--- config.mk ---
export PLATFORM = sky130hd
export DESIGN_NAME = escalonador_sensores
export DESIGN_NICKNAME = d
export VERILOG_FILES = /design/src/rtl/sga_pkg.sv /design/src/rtl/contador_m.sv /design/src/rtl/escalonador_sensores.sv
export SDC_FILE = /design/constraint.sdc
export NUM_CORES = 1
export LEC_CHECK = 0
export CELL_PAD_IN_SITES_DETAIL_PLACEMENT = 1
export CELL_PAD_IN_SITES_GLOBAL_PLACEMENT = 2
export CORE_ASPECT_RATIO = 1.2
export CORE_MARGIN = 5
export CORE_UTILIZATION = 38
export CTS_CLUSTER_DIAMETER = 30
export DETAILED_ROUTE_END_ITERATION = 8
export PLACE_DENSITY = 0.86
export REMOVE_ABC_BUFFERS = 1
export SLEW_MARGIN = 20
export SYNTH_ARGS = -nofsm -noshare
export SYNTH_HDL_FRONTEND = slang
export SYNTH_SLANG_ARGS = --single-unit
--- constraint.sdc ---
create_clock -name clock -period 4.1 [get_ports clock]
set_input_delay 0.82 -clock clock [delete_from_list [all_inputs] [get_ports clock]]
set_output_delay 0.82 -clock clock [all_outputs]
set_load 0.01 [all_outputs]
--- src/rtl/sga_pkg.sv ---
`default_nettype none
// +----------------------------------------------------------------------+
// | sga_pkg: shared constants and state encoding for the sensor scheduler |
// | Revision: 1.0                                                        |
// +----------------------------------------------------------------------+
package sga_pkg;

  localparam int N_MEDIDA = 12;

  localparam logic [3:0] EST_INICIAL      = 4'd0;
  localparam logic [3:0] EST_PREPARA      = 4'd1;
  localparam logic [3:0] EST_MEDE_ESQ     = 4'd2;
  localparam logic [3:0] EST_AGUARDA_ESQ  = 4'd3;
  localparam logic [3:0] EST_ARMAZENA_ESQ = 4'd4;
  localparam logic [3:0] EST_MEDE_DIR     = 4'd5;
  localparam logic [3:0] EST_AGUARDA_DIR  = 4'd6;
  localparam logic [3:0] EST_ARMAZENA_DIR = 4'd7;
  localparam logic [3:0] EST_LIBERA       = 4'd8;
  localparam logic [3:0] EST_ESPERA       = 4'd9;

  localparam logic [N_MEDIDA-1:0] MEDIDA_LONGE = 12'hFFF;

  localparam logic SENSOR_ESQ = 1'b0;
  localparam logic SENSOR_DIR = 1'b1;

  typedef enum logic [3:0] {
    INICIAL      = EST_INICIAL,
    PREPARA      = EST_PREPARA,
    MEDE_ESQ     = EST_MEDE_ESQ,
    AGUARDA_ESQ  = EST_AGUARDA_ESQ,
    ARMAZENA_ESQ = EST_ARMAZENA_ESQ,
    MEDE_DIR     = EST_MEDE_DIR,
    AGUARDA_DIR  = EST_AGUARDA_DIR,
    ARMAZENA_DIR = EST_ARMAZENA_DIR,
    LIBERA       = EST_LIBERA,
    ESPERA       = EST_ESPERA
  } estado_t;

  // Counter width for a modulus, never below one bit.
  function automatic int largura_min1(input int m);
    return (m <= 2) ? 1 : $clog2(m);
  endfunction

endpackage
`default_nettype wire

--- src/rtl/contador_m.sv ---
`default_nettype none
// +----------------------------------------------------------------------+
// | contador_m: mod-M counter with synchronous clear, saturating at M-1  |
// | Revision: 1.0                                                        |
// +----------------------------------------------------------------------+
module contador_m
  import sga_pkg::*;
#(
  parameter int M = 10
) (
  input  logic clock,
  input  logic reset_n,
  input  logic zera,
  input  logic conta,
  output logic fim
);

  localparam int W = largura_min1(M);
  localparam logic [W-1:0] c_final = W'(M - 1);

  logic [W-1:0] r_valor;

  always_ff @(posedge clock or negedge reset_n) begin
    if (!reset_n) begin
      r_valor <= '0;
    end else if (zera) begin
      r_valor <= '0;
    end else if (conta && !fim) begin
      r_valor <= r_valor + 1'b1;
    end
  end

  assign fim = (r_valor == c_final);

endmodule
`default_nettype wire

--- src/rtl/escalonador_sensores.sv ---
`default_nettype none
// +----------------------------------------------------------------------+
// | escalonador_sensores: shares one ultrasonic interface between the    |
// | left and right sensors, storing per-side results for the comparator. |
// | Revision: 1.0                                                        |
// +----------------------------------------------------------------------+
module escalonador_sensores
  import sga_pkg::*;
#(
  parameter int N         = N_MEDIDA,
  parameter int INTERVALO = 2500000,
  parameter int TIMEOUT   = 1500000
) (
  input  logic         clock,
  input  logic         reset_n,
  input  logic         ligar,
  input  logic         pronto,
  input  logic [N-1:0] medida,
  output logic         mede,
  output logic         sel_sensor,
  output logic [N-1:0] medida_esq,
  output logic [N-1:0] medida_dir,
  output logic         libera_alarme,
  output logic         timeout,
  output logic [3:0]   db_estado
);

  localparam logic [N-1:0] c_longe = {N{1'b1}};

  estado_t      r_estado;
  estado_t      w_proximo;
  logic         w_aguardando;
  logic         w_fim_int;
  logic         w_fim_to;
  logic         w_mede;
  logic         w_timeout;
  logic         w_captura_en;
  logic         r_sel;
  logic         r_libera;
  logic [N-1:0] r_captura;
  logic [N-1:0] r_medida_esq;
  logic [N-1:0] r_medida_dir;

  contador_m #(.M(INTERVALO)) u_cont_intervalo (
    .clock   (clock),
    .reset_n (reset_n),
    .zera    (r_estado != ESPERA),
    .conta   (r_estado == ESPERA),
    .fim     (w_fim_int)
  );

  contador_m #(.M(TIMEOUT)) u_cont_timeout (
    .clock   (clock),
    .reset_n (reset_n),
    .zera    (!w_aguardando),
    .conta   (w_aguardando),
    .fim     (w_fim_to)
  );

  always_ff @(posedge clock or negedge reset_n) begin
    if (!reset_n) begin
      r_estado <= INICIAL;
    end else begin
      r_estado <= w_proximo;
    end
  end

  always_comb begin
    w_proximo    = r_estado;
    w_aguardando = (r_estado == AGUARDA_ESQ) || (r_estado == AGUARDA_DIR);
    w_mede       = (r_estado == MEDE_ESQ) || (r_estado == MEDE_DIR);
    // A same-cycle pronto suppresses the abort.
    w_timeout    = w_aguardando && w_fim_to && !pronto && ligar;
    w_captura_en = w_aguardando && (pronto || w_fim_to) && ligar;

    if (!ligar) begin
      w_proximo = INICIAL;
    end else begin
      case (r_estado)
        INICIAL:      w_proximo = PREPARA;
        PREPARA:      w_proximo = MEDE_ESQ;
        MEDE_ESQ:     w_proximo = AGUARDA_ESQ;
        AGUARDA_ESQ:  if (pronto || w_fim_to) w_proximo = ARMAZENA_ESQ;
        ARMAZENA_ESQ: w_proximo = MEDE_DIR;
        MEDE_DIR:     w_proximo = AGUARDA_DIR;
        AGUARDA_DIR:  if (pronto || w_fim_to) w_proximo = ARMAZENA_DIR;
        ARMAZENA_DIR: w_proximo = LIBERA;
        LIBERA:       w_proximo = ESPERA;
        ESPERA:       if (w_fim_int) w_proximo = MEDE_ESQ;
        default:      w_proximo = INICIAL;
      endcase
    end
  end

  // Routing only switches when a new measurement is launched.
  always_ff @(posedge clock or negedge reset_n) begin
    if (!reset_n) begin
      r_sel <= SENSOR_ESQ;
    end else if (w_proximo == MEDE_ESQ) begin
      r_sel <= SENSOR_ESQ;
    end else if (w_proximo == MEDE_DIR) begin
      r_sel <= SENSOR_DIR;
    end
  end

  always_ff @(posedge clock or negedge reset_n) begin
    if (!reset_n) begin
      r_captura <= '0;
    end else if (w_captura_en) begin
      r_captura <= pronto ? medida : c_longe;
    end
  end

  always_ff @(posedge clock or negedge reset_n) begin
    if (!reset_n) begin
      r_medida_esq <= '0;
      r_medida_dir <= '0;
    end else if (ligar) begin
      if (r_estado == ARMAZENA_ESQ) r_medida_esq <= r_captura;
      if (r_estado == ARMAZENA_DIR) r_medida_dir <= r_captura;
    end
  end

  always_ff @(posedge clock or negedge reset_n) begin
    if (!reset_n) begin
      r_libera <= 1'b0;
    end else if (w_proximo == LIBERA) begin
      r_libera <= 1'b1;
    end else if ((w_proximo == INICIAL) || (w_proximo == PREPARA)) begin
      r_libera <= 1'b0;
    end
  end

  assign mede          = w_mede;
  assign timeout       = w_timeout;
  assign sel_sensor    = r_sel;
  assign medida_esq    = r_medida_esq;
  assign medida_dir    = r_medida_dir;
  assign libera_alarme = r_libera;
  assign db_estado     = r_estado;

endmodule
`default_nettype wire

==> flow_summary.rst, run 1 <==
.. list-table::
   :header-rows: 1

   * - Metric
     - Value
   * - Number of diodes
     - 0
   * - H-tree depth
     - 3
   * - Signal arrival time at the worst endpoint
     - 2760 ps
   * - Area of the mapped netlist
     - 0.00427 mm^2
   * - Avg Cell Area, Syn
     - 9.58 um^2
   * - Total of hold buffers inserted after clock tree synthesis
     - 0
   * - Total Die Area
     - 0.0135 mm^2
   * - Worst Hold Margin
     - 477 ps
   * - # DRC
     - 0
   * - RSZ-0062 raised after global routing
     - no
   * - Via count of the first global-routing pass
     - 3,843
   * - Standard cell core area
     - 0.0110 mm^2
   * - Global Route Usage Sum
     - 18.1%
   * - Critical Path End Type
     - output pin
   * - I/O Pins
     - 48
   * - Overall die width
     - 107 um
   * - Clock root buffer
     - sky130_fd_sc_hd__clkbuf_16
   * - Count of nets after finishing
     - 503
   * - Count of different cell masters after synthesis
     - 48
   * - CP Class
     - reg2out
   * - HPWL after detailed placement
     - 7930 um
   * - Number of placement rows
     - 42
   * - Crit path max fanout
     - 8
   * - Post-placement worst setup slack
     - 851 ps
   * - # Max-Cap Violations
     - 0
   * - First-pass iteration count of the detailed router
     - 4
   * - Cts bufs inserted
     - 9
   * - Remaining global-route overflow
     - 0
   * - IO Port Bufs
     - 47
   * - Clock sinks
     - 85
   * - Number of synthesized register bits
     - 85
   * - Tightest Pin Transition
     - 880 ps
   * - Max-slew violation count
     - 0
   * - Clk slew on worst S/H paths
     - 60 ps
   * - Max frequency
     - 279 MHz
   * - Power density over the cells
     - 506 mW/mm^2
   * - Async set-reset flop share out of synthesis
     - 100%
   * - Area growth from synthesis to layout
     - 21.3%
   * - Number of antenna violations at the first check in global routing
     - 0
   * - Cell-by-cell listing of the critical path
     - or4b_4 -> nor4_4 -> nand2_1 -> nor3_1 -> clkdlybuf4s50_1
   * - Peak per-stage delay on the critical path
     - 580 ps
   * - Antenna Nets Post-Route
     - 0
   * - Wire length of the first global-routing pass
     - 19,700 um
   * - Average routed wire per standard cell
     - 18.6 um
   * - Largest net degree at the start of global routing
     - 68
   * - Setup skew after layout
     - 6.29 ps
   * - Peak supply drop
     - 0.229 mV
   * - Die Height
     - 126 um
   * - Total wire length after detailed routing
     - 11,600 um
   * - Post-route setup TNS
     - 0 ps
   * - Fillers
     - 1,254
   * - Number of failing hold endpoints at the final stage
     - 0
   * - Post-layout power
     - 2.63 mW
   * - Post-detailed-route via-to-cell ratio
     - 5.74
   * - Count of non-filler cells in the finished layout
     - 622
   * - Layout cell share with drive strength beyond 1
     - 8.16%
   * - Clock tree from TritonCTS
     - yes
   * - Kind of cell with the highest combined delay on the critical path
     - simple AND/OR/NAND/NOR gates
   * - Worst-Skew Late Latency
     - 340 ps
   * - Top flip-flop cell by instance count after synthesis
     - sky130_fd_sc_hd__dfrtp_1
   * - Part of the cycle the worst path needs
     - 87.4%
   * - Startpoint kind of the worst setup timing path
     - register
   * - Minimum setup slack in the final design
     - 517 ps
   * - Number of enable-type register cells in the synthesized netlist
     - 0
   * - Number of DRC markers in iteration 0
     - 159
   * - Static leakage power
     - 2.05 nW
   * - Req. time, crit path
     - 3280 ps
   * - Starting density of the core
     - 38.7%
   * - Total number of vias
     - 3,571
   * - Synthesis Warnings
     - 0
   * - Finish-stage setup viols
     - 0
   * - Number of buffers between clock root and the deepest sink
     - 2
   * - Post CTS Setup Buffer Count
     - 0
   * - Worst slew margin
     - 41.3%
   * - Critical-path cell with the highest stage delay
     - sky130_fd_sc_hd__clkdlybuf4s50_1
   * - Dpl cells
     - 606
   * - Sequential fraction of the synthesis area
     - 49.8%
   * - Placer Congestion
     - 0.834
   * - Resized cells post-CTS
     - 0
   * - Synthesized instance count
     - 446
   * - Outcome
     - complete, no violations
   * - Buffers plus inverters on the worst setup path
     - 1
   * - Path class of the lowest-slack min-delay path
     - reg2reg
   * - Shortest period the worst path allows
     - 3580 ps
## worst min-delay path, stage by stage, from the launching register on
cell	delay, ps
sky130_fd_sc_hd__dfrtp_1	340
sky130_fd_sc_hd__nand2_1	50
sky130_fd_sc_hd__nand2_1	50
## metal layers
| metal | vias up | track usage [%] | routed length, um |
|---|---|---|---|
| li1 | 1680 | - | - |
| met1 | 1825 | 23.7 | 5140 |
| met2 | 55 | 30.1 | 5890 |
| met3 | 11 | 3.63 | 381 |
| met4 | 0 | 5.34 | 144 |
| met5 | - | 0 | 0 |
## synthesized netlist by cell type (all sizes together), types with 2 or more instances
master	instances	area share, %
nor3	9	1.1
clkbuf	20	1.8
dfrtp	85	50
nor4	9	2.0
nor2b	3	0.44
nand4	23	3.4
mux2i	3	0.70
ha	2	0.59
xor2	16	3.3
xnor2	14	2.9
nand2b	5	0.73
or4	5	0.88
and2	5	0.73
nand3	29	3.4
and4b	2	0.47
and4	4	0.82
o211ai	12	3.2
a21oi	19	2.2
nand2	62	5.4
a31oi	2	0.29
buf	4	0.76
a211oi	3	0.53
o31ai	2	0.35
nor2	39	3.4
o22a	12	2.5
a31o	2	0.41
o21ai	22	2.6
inv	5	0.44
or3	7	1.0
and3	8	1.3
## state kept, by name, summed over array words and instances (netlist names)
| name | cells |
|---|---|
| u_cont_intervalo.r_valor | 22 |
| u_cont_timeout.r_valor | 21 |
| medida_dir | 12 |
| medida_esq | 12 |
| r_captura | 12 |
| db_estado | 4 |
| libera_alarme | 1 |
| sel_sensor | 1 |
## power by group
part	switching, mW	leakage, nW	internal [mW]
Clock	0.343	0.165	0.611
Combinational	0.302	0.785	0.277
Sequential	0.130	1.10	0.963
Total	0.776	2.05	1.85
## layout make-up
| cell class | count | area (um^2) | share of cell area [%] |
|---|---|---|---|
| Inverter | 5 | 18.8 | 0.362 |
| Clock inverter | 6 | 110 | 2.12 |
| Multi-Input combinational cell | 332 | 2020 | 39.0 |
| Timing Repair Buffer | 52 | 505 | 9.75 |
| Sequential cell | 85 | 2130 | 41.0 |
| Tap cell | 132 | 165 | 3.18 |
| Clock buffer | 10 | 239 | 4.61 |
## per-stage QoR
| step | utilization, % | area (um^2) |
|---|---|---|
| floorplan | - | 4170 |
| global placement | 43.8 | 4840 |
| detailed placement | 43.8 | 4840 |
| CTS | 47.0 | 5190 |
| global route | 47.0 | 5190 |
| finish | 47.0 | 5190 |
## cell families after synthesis
kind of cell,Yosys count,share of synthesized area (%)
compound gates,79,13.0
xor+xnor,30,6.15
fa+ha+maj,2,0.585
buf+inv,29,2.96
flops,85,49.8
mux,3,0.703
simple gates,218,26.8
## final timing paths
kind,cells past startpoint,from,to,slack [ps]
min in group asynchronous,1,reset_n,u_cont_timeout.r_valor[1]$_DFFE_PN0P_,600
max reg2reg,6,u_cont_timeout.r_valor[12]$_DFFE_PN0P_,medida_esq[2]$_DFFE_PN0P_,1500
max in group asynchronous,2,reset_n,u_cont_timeout.r_valor[18]$_DFFE_PN0P_,2730
max,5,u_cont_timeout.r_valor[12]$_DFFE_PN0P_,timeout,520
min reg2reg,2,medida_dir[10]$_DFFE_PN0P_,medida_dir[10]$_DFFE_PN0P_,480
min,2,medida_dir[10]$_DFFE_PN0P_,medida_dir[10]$_DFFE_PN0P_,480
## placed cells by master, fill, tap and decap left out, types with 4 or more instances in the layout
cell type	Yosys	routed
sky130_fd_sc_hd__and4_1	4	4
sky130_fd_sc_hd__o211ai_2	9	9
sky130_fd_sc_hd__nand3_1	29	29
sky130_fd_sc_hd__clkdlybuf4s50_1	0	46
sky130_fd_sc_hd__inv_1	4	4
sky130_fd_sc_hd__xor2_1	16	16
sky130_fd_sc_hd__a21oi_1	19	19
sky130_fd_sc_hd__or3_1	7	7
sky130_fd_sc_hd__clkbuf_16	0	9
sky130_fd_sc_hd__o21ai_0	22	22
sky130_fd_sc_hd__buf_4	0	6
sky130_fd_sc_hd__nor3_1	9	9
sky130_fd_sc_hd__and2_1	5	5
sky130_fd_sc_hd__nor2_1	39	39
sky130_fd_sc_hd__and3_1	7	7
sky130_fd_sc_hd__dfrtp_1	85	85
sky130_fd_sc_hd__nor4_1	7	7
sky130_fd_sc_hd__or4_1	5	5
sky130_fd_sc_hd__nand2_1	62	62
sky130_fd_sc_hd__nand4_1	23	23
sky130_fd_sc_hd__xnor2_1	14	14
sky130_fd_sc_hd__nand2b_1	5	5
sky130_fd_sc_hd__o22a_1	12	12
No activity file was read; power rests on OpenSTA's default activity.
==> inputs of run 2 (changes only) <==
CORE_UTILIZATION = 35   (was 38)
PLACE_DENSITY = 0.81   (was 0.86)
clock period = 3.5 ns   (was 4.1 ns; I/O delays follow)
==> flow_summary.rst, run 2 (synthesis gave the netlist of run 1 again) <==
.. list-table::
   :header-rows: 1

   * - Metric
     - Value
   * - Standard cell area after detailed placement
     - 0.00491 mm^2 (was 0.00484 mm^2)
   * - Number of antenna violations at the first check in global routing
     - 0 (unchanged)
   * - IO Port Bufs
     - 47 (unchanged)
   * - Flip-flop count of the largest register after layout
     - 22 (unchanged)
   * - RSZ-0062 raised after global routing
     - no (unchanged)
   * - First-pass iteration count of the detailed router
     - 4 (unchanged)
   * - Resized cells post-CTS
     - 0 (unchanged)
   * - Signal arrival time at the worst endpoint
     - 2580 ps (was 2760 ps)
   * - Global Route Usage Sum
     - 16.6% (was 18.1%)
   * - Total of hold buffers inserted after clock tree synthesis
     - 0 (unchanged)
   * - Path class of the lowest-slack min-delay path
     - in2async (was reg2reg)
   * - CP Class
     - reg2out (unchanged)
   * - Number of buffers between clock root and the deepest sink
     - 2 (unchanged)
   * - Commonest cells after routing, fill and taps aside
     - sky130_fd_sc_hd__dfrtp_1 (85), sky130_fd_sc_hd__nand2_1 (62), sky130_fd_sc_hd__clkdlybuf4s50_1 (46), sky130_fd_sc_hd__nor2_1 (39), sky130_fd_sc_hd__nand3_1 (29) (unchanged)
   * - Top register by number of flip-flops
     - u_cont_intervalo.r_valor (unchanged)
   * - Part of the cycle the worst path needs
     - 93.8%
   * - Standard cell core area
     - 0.0121 mm^2 (was 0.0110 mm^2)
   * - Sequential cell area
     - 0.00213 mm^2 (unchanged)
   * - Post-route setup TNS
     - 0 ps (unchanged)
   * - Starting density of the core
     - 35.5% (was 38.7%)
   * - HPWL after detailed placement
     - 8160 um (was 7930 um)
   * - Fillers
     - 1,382 (was 1,254)
   * - Req. time, crit path
     - 2800 ps (was 3280 ps)
   * - Worst R2R Path Depth
     - 6 (unchanged)
   * - Clock tree from TritonCTS
     - yes (unchanged)
   * - Multi-input gate area
     - 0.00202 mm^2 (unchanged)
   * - Regs by FF count
     - u_cont_intervalo.r_valor x22, u_cont_timeout.r_valor x21 (unchanged)
   * - Most common library cell in the layout ignoring fill and taps
     - sky130_fd_sc_hd__dfrtp_1 (unchanged)
   * - Antenna Nets Post-Route
     - 0 (unchanged)
   * - Critical Path Source
     - u_cont_timeout.r_valor[10]$_DFFE_PN0P_ (was u_cont_timeout.r_valor[12]$_DFFE_PN0P_)
   * - Number of diodes
     - 0 (unchanged)
   * - Outcome
     - complete, no violations (unchanged)
   * - Max frequency
     - 305 MHz
   * - Wire length of the first global-routing pass
     - 19,600 um (was 19,700 um)
   * - Total number of vias
     - 3,570 (was 3,571)
   * - # DRC
     - 0 (unchanged)
   * - Setup skew after layout
     - 8.86 ps (was 6.29 ps)
   * - Layout cell share with drive strength beyond 1
     - 8.69% (was 8.16%)
   * - Number of DRC markers in iteration 0
     - 145 (was 159)
   * - Crit path max fanout
     - 6 (was 8)
   * - Finish-stage setup viols
     - 0 (unchanged)
   * - Peak supply drop
     - 0.291 mV (was 0.229 mV)
   * - Worst-Skew Late Latency
     - 340 ps (about the same)
   * - Worst slew margin
     - 43.2% (was 41.3%)
   * - Clk slew on worst S/H paths
     - 70 ps (was 60 ps)
   * - Post CTS Setup Buffer Count
     - 0 (unchanged)
   * - Max-slew violation count
     - 0 (unchanged)
   * - Cts bufs inserted
     - 9 (unchanged)
   * - I/O Pins
     - 48 (unchanged)
   * - Largest net degree at the start of global routing
     - 42 (was 68)
   * - Capture instance of the worst register-to-register path
     - medida_esq[0]$_DFFE_PN0P_ (was medida_esq[2]$_DFFE_PN0P_)
   * - Via count of the first global-routing pass
     - 3,836 (was 3,843)
   * - Clock root buffer
     - sky130_fd_sc_hd__clkbuf_16 (unchanged)
   * - Critical Path End Type
     - output pin (unchanged)
   * - Remaining global-route overflow
     - 0 (unchanged)
   * - Overall die width
     - 111 um (was 107 um)
   * - Post-detailed-route via-to-cell ratio
     - 5.44 (was 5.74)
   * - Startpoint kind of the worst setup timing path
     - register (unchanged)
   * - Die Height
     - 131 um (was 126 um)
   * - Tightest Pin Transition
     - 852 ps (was 880 ps)
   * - Average routed wire per standard cell
     - 17.6 um (was 18.6 um)
   * - Static leakage power
     - 2.06 nW (was 2.05 nW)
   * - Total Die Area
     - 0.0145 mm^2 (was 0.0135 mm^2)
   * - H-tree depth
     - 3 (unchanged)
   * - Flop-to-flop setup slack
     - 700 ps (was 1500 ps)
   * - Area growth from synthesis to layout
     - 22.3% (was 21.3%)
   * - Core utilization of the finished layout
     - 43.4% (was 47.0%)
   * - Number of placement rows
     - 44 (was 42)
   * - Power density over the cells
     - 570 mW/mm^2 (was 506 mW/mm^2)
   * - Number of failing hold endpoints at the final stage
     - 0 (unchanged)
   * - # Max-Cap Violations
     - 0 (unchanged)
   * - Placer Congestion
     - 0.799 (was 0.834)
   * - Shortest period the worst path allows
     - 3280 ps
   * - Final std cell area, no fill
     - 0.00523 mm^2 (was 0.00519 mm^2)
   * - Clock sinks
     - 85 (unchanged)
   * - Total wire length after detailed routing
     - 11,600 um (unchanged)
   * - R2R Path Start
     - u_cont_timeout.r_valor[12]$_DFFE_PN0P_ (unchanged)
   * - Count of nets after finishing
     - 508 (was 503)
-- run 2: final cells by class --
| type | count | area share (%) |
|---|---|---|
| inverters | 5 | 0.359 |
| repair buffers | 57 | 10.4 |
| flip-flops and latches | 85 | 40.7 |
| clock buffers | 11 | 4.45 |
| clock inverters | 5 | 1.63 |
| multi-input cells | 332 | 38.6 |
| well taps | 161 | 3.85 |
-- run 2: critical path, stage by stage, from the launching register on --
cell                              delay, ps
sky130_fd_sc_hd__dfrtp_1                410
sky130_fd_sc_hd__or4_1                  560
sky130_fd_sc_hd__nor2_1                 310
sky130_fd_sc_hd__nand2_1                170
sky130_fd_sc_hd__nor3_1                 210
sky130_fd_sc_hd__clkdlybuf4s50_1        580
-- run 2: power breakdown --
part,internal (mW),switching (mW)
sequential,1.13,0.136
combinational,0.327,0.357
clock,0.629,0.404
-- run 2: how the worst max path moves through the flow --
stage          slack [ps]                   endpoint
6_report              220                    timeout
2_1_floorplan         870  medida_esq[0]$_DFFE_PN0P_
3_5_place_dp          550                    timeout
4_1_cts               170                    timeout
5_1_grt                70                    timeout
3_3_place_gp          620                    timeout
-- run 2: stage by stage --
stage	total power, mW	hold WS (ps)	setup WS (ps)	cells
6_report	2.98	333	217	656
3_5_place_dp	1.97	464	547	640
5_1_grt	3.13	372	66.6	656
2_1_floorplan	1.62	404	869	422
3_3_place_gp	1.95	461	616	640
4_1_cts	3.03	352	169	656
-- run 2: routing by layer --
metal	vias up	part of all wire, %	GRT usage [%]
li1	1689	-	-
met4	0	1.7	6.01
met5	-	0	0
met1	1802	46	20.8
met2	67	49	28.0
met3	12	3.9	4.09
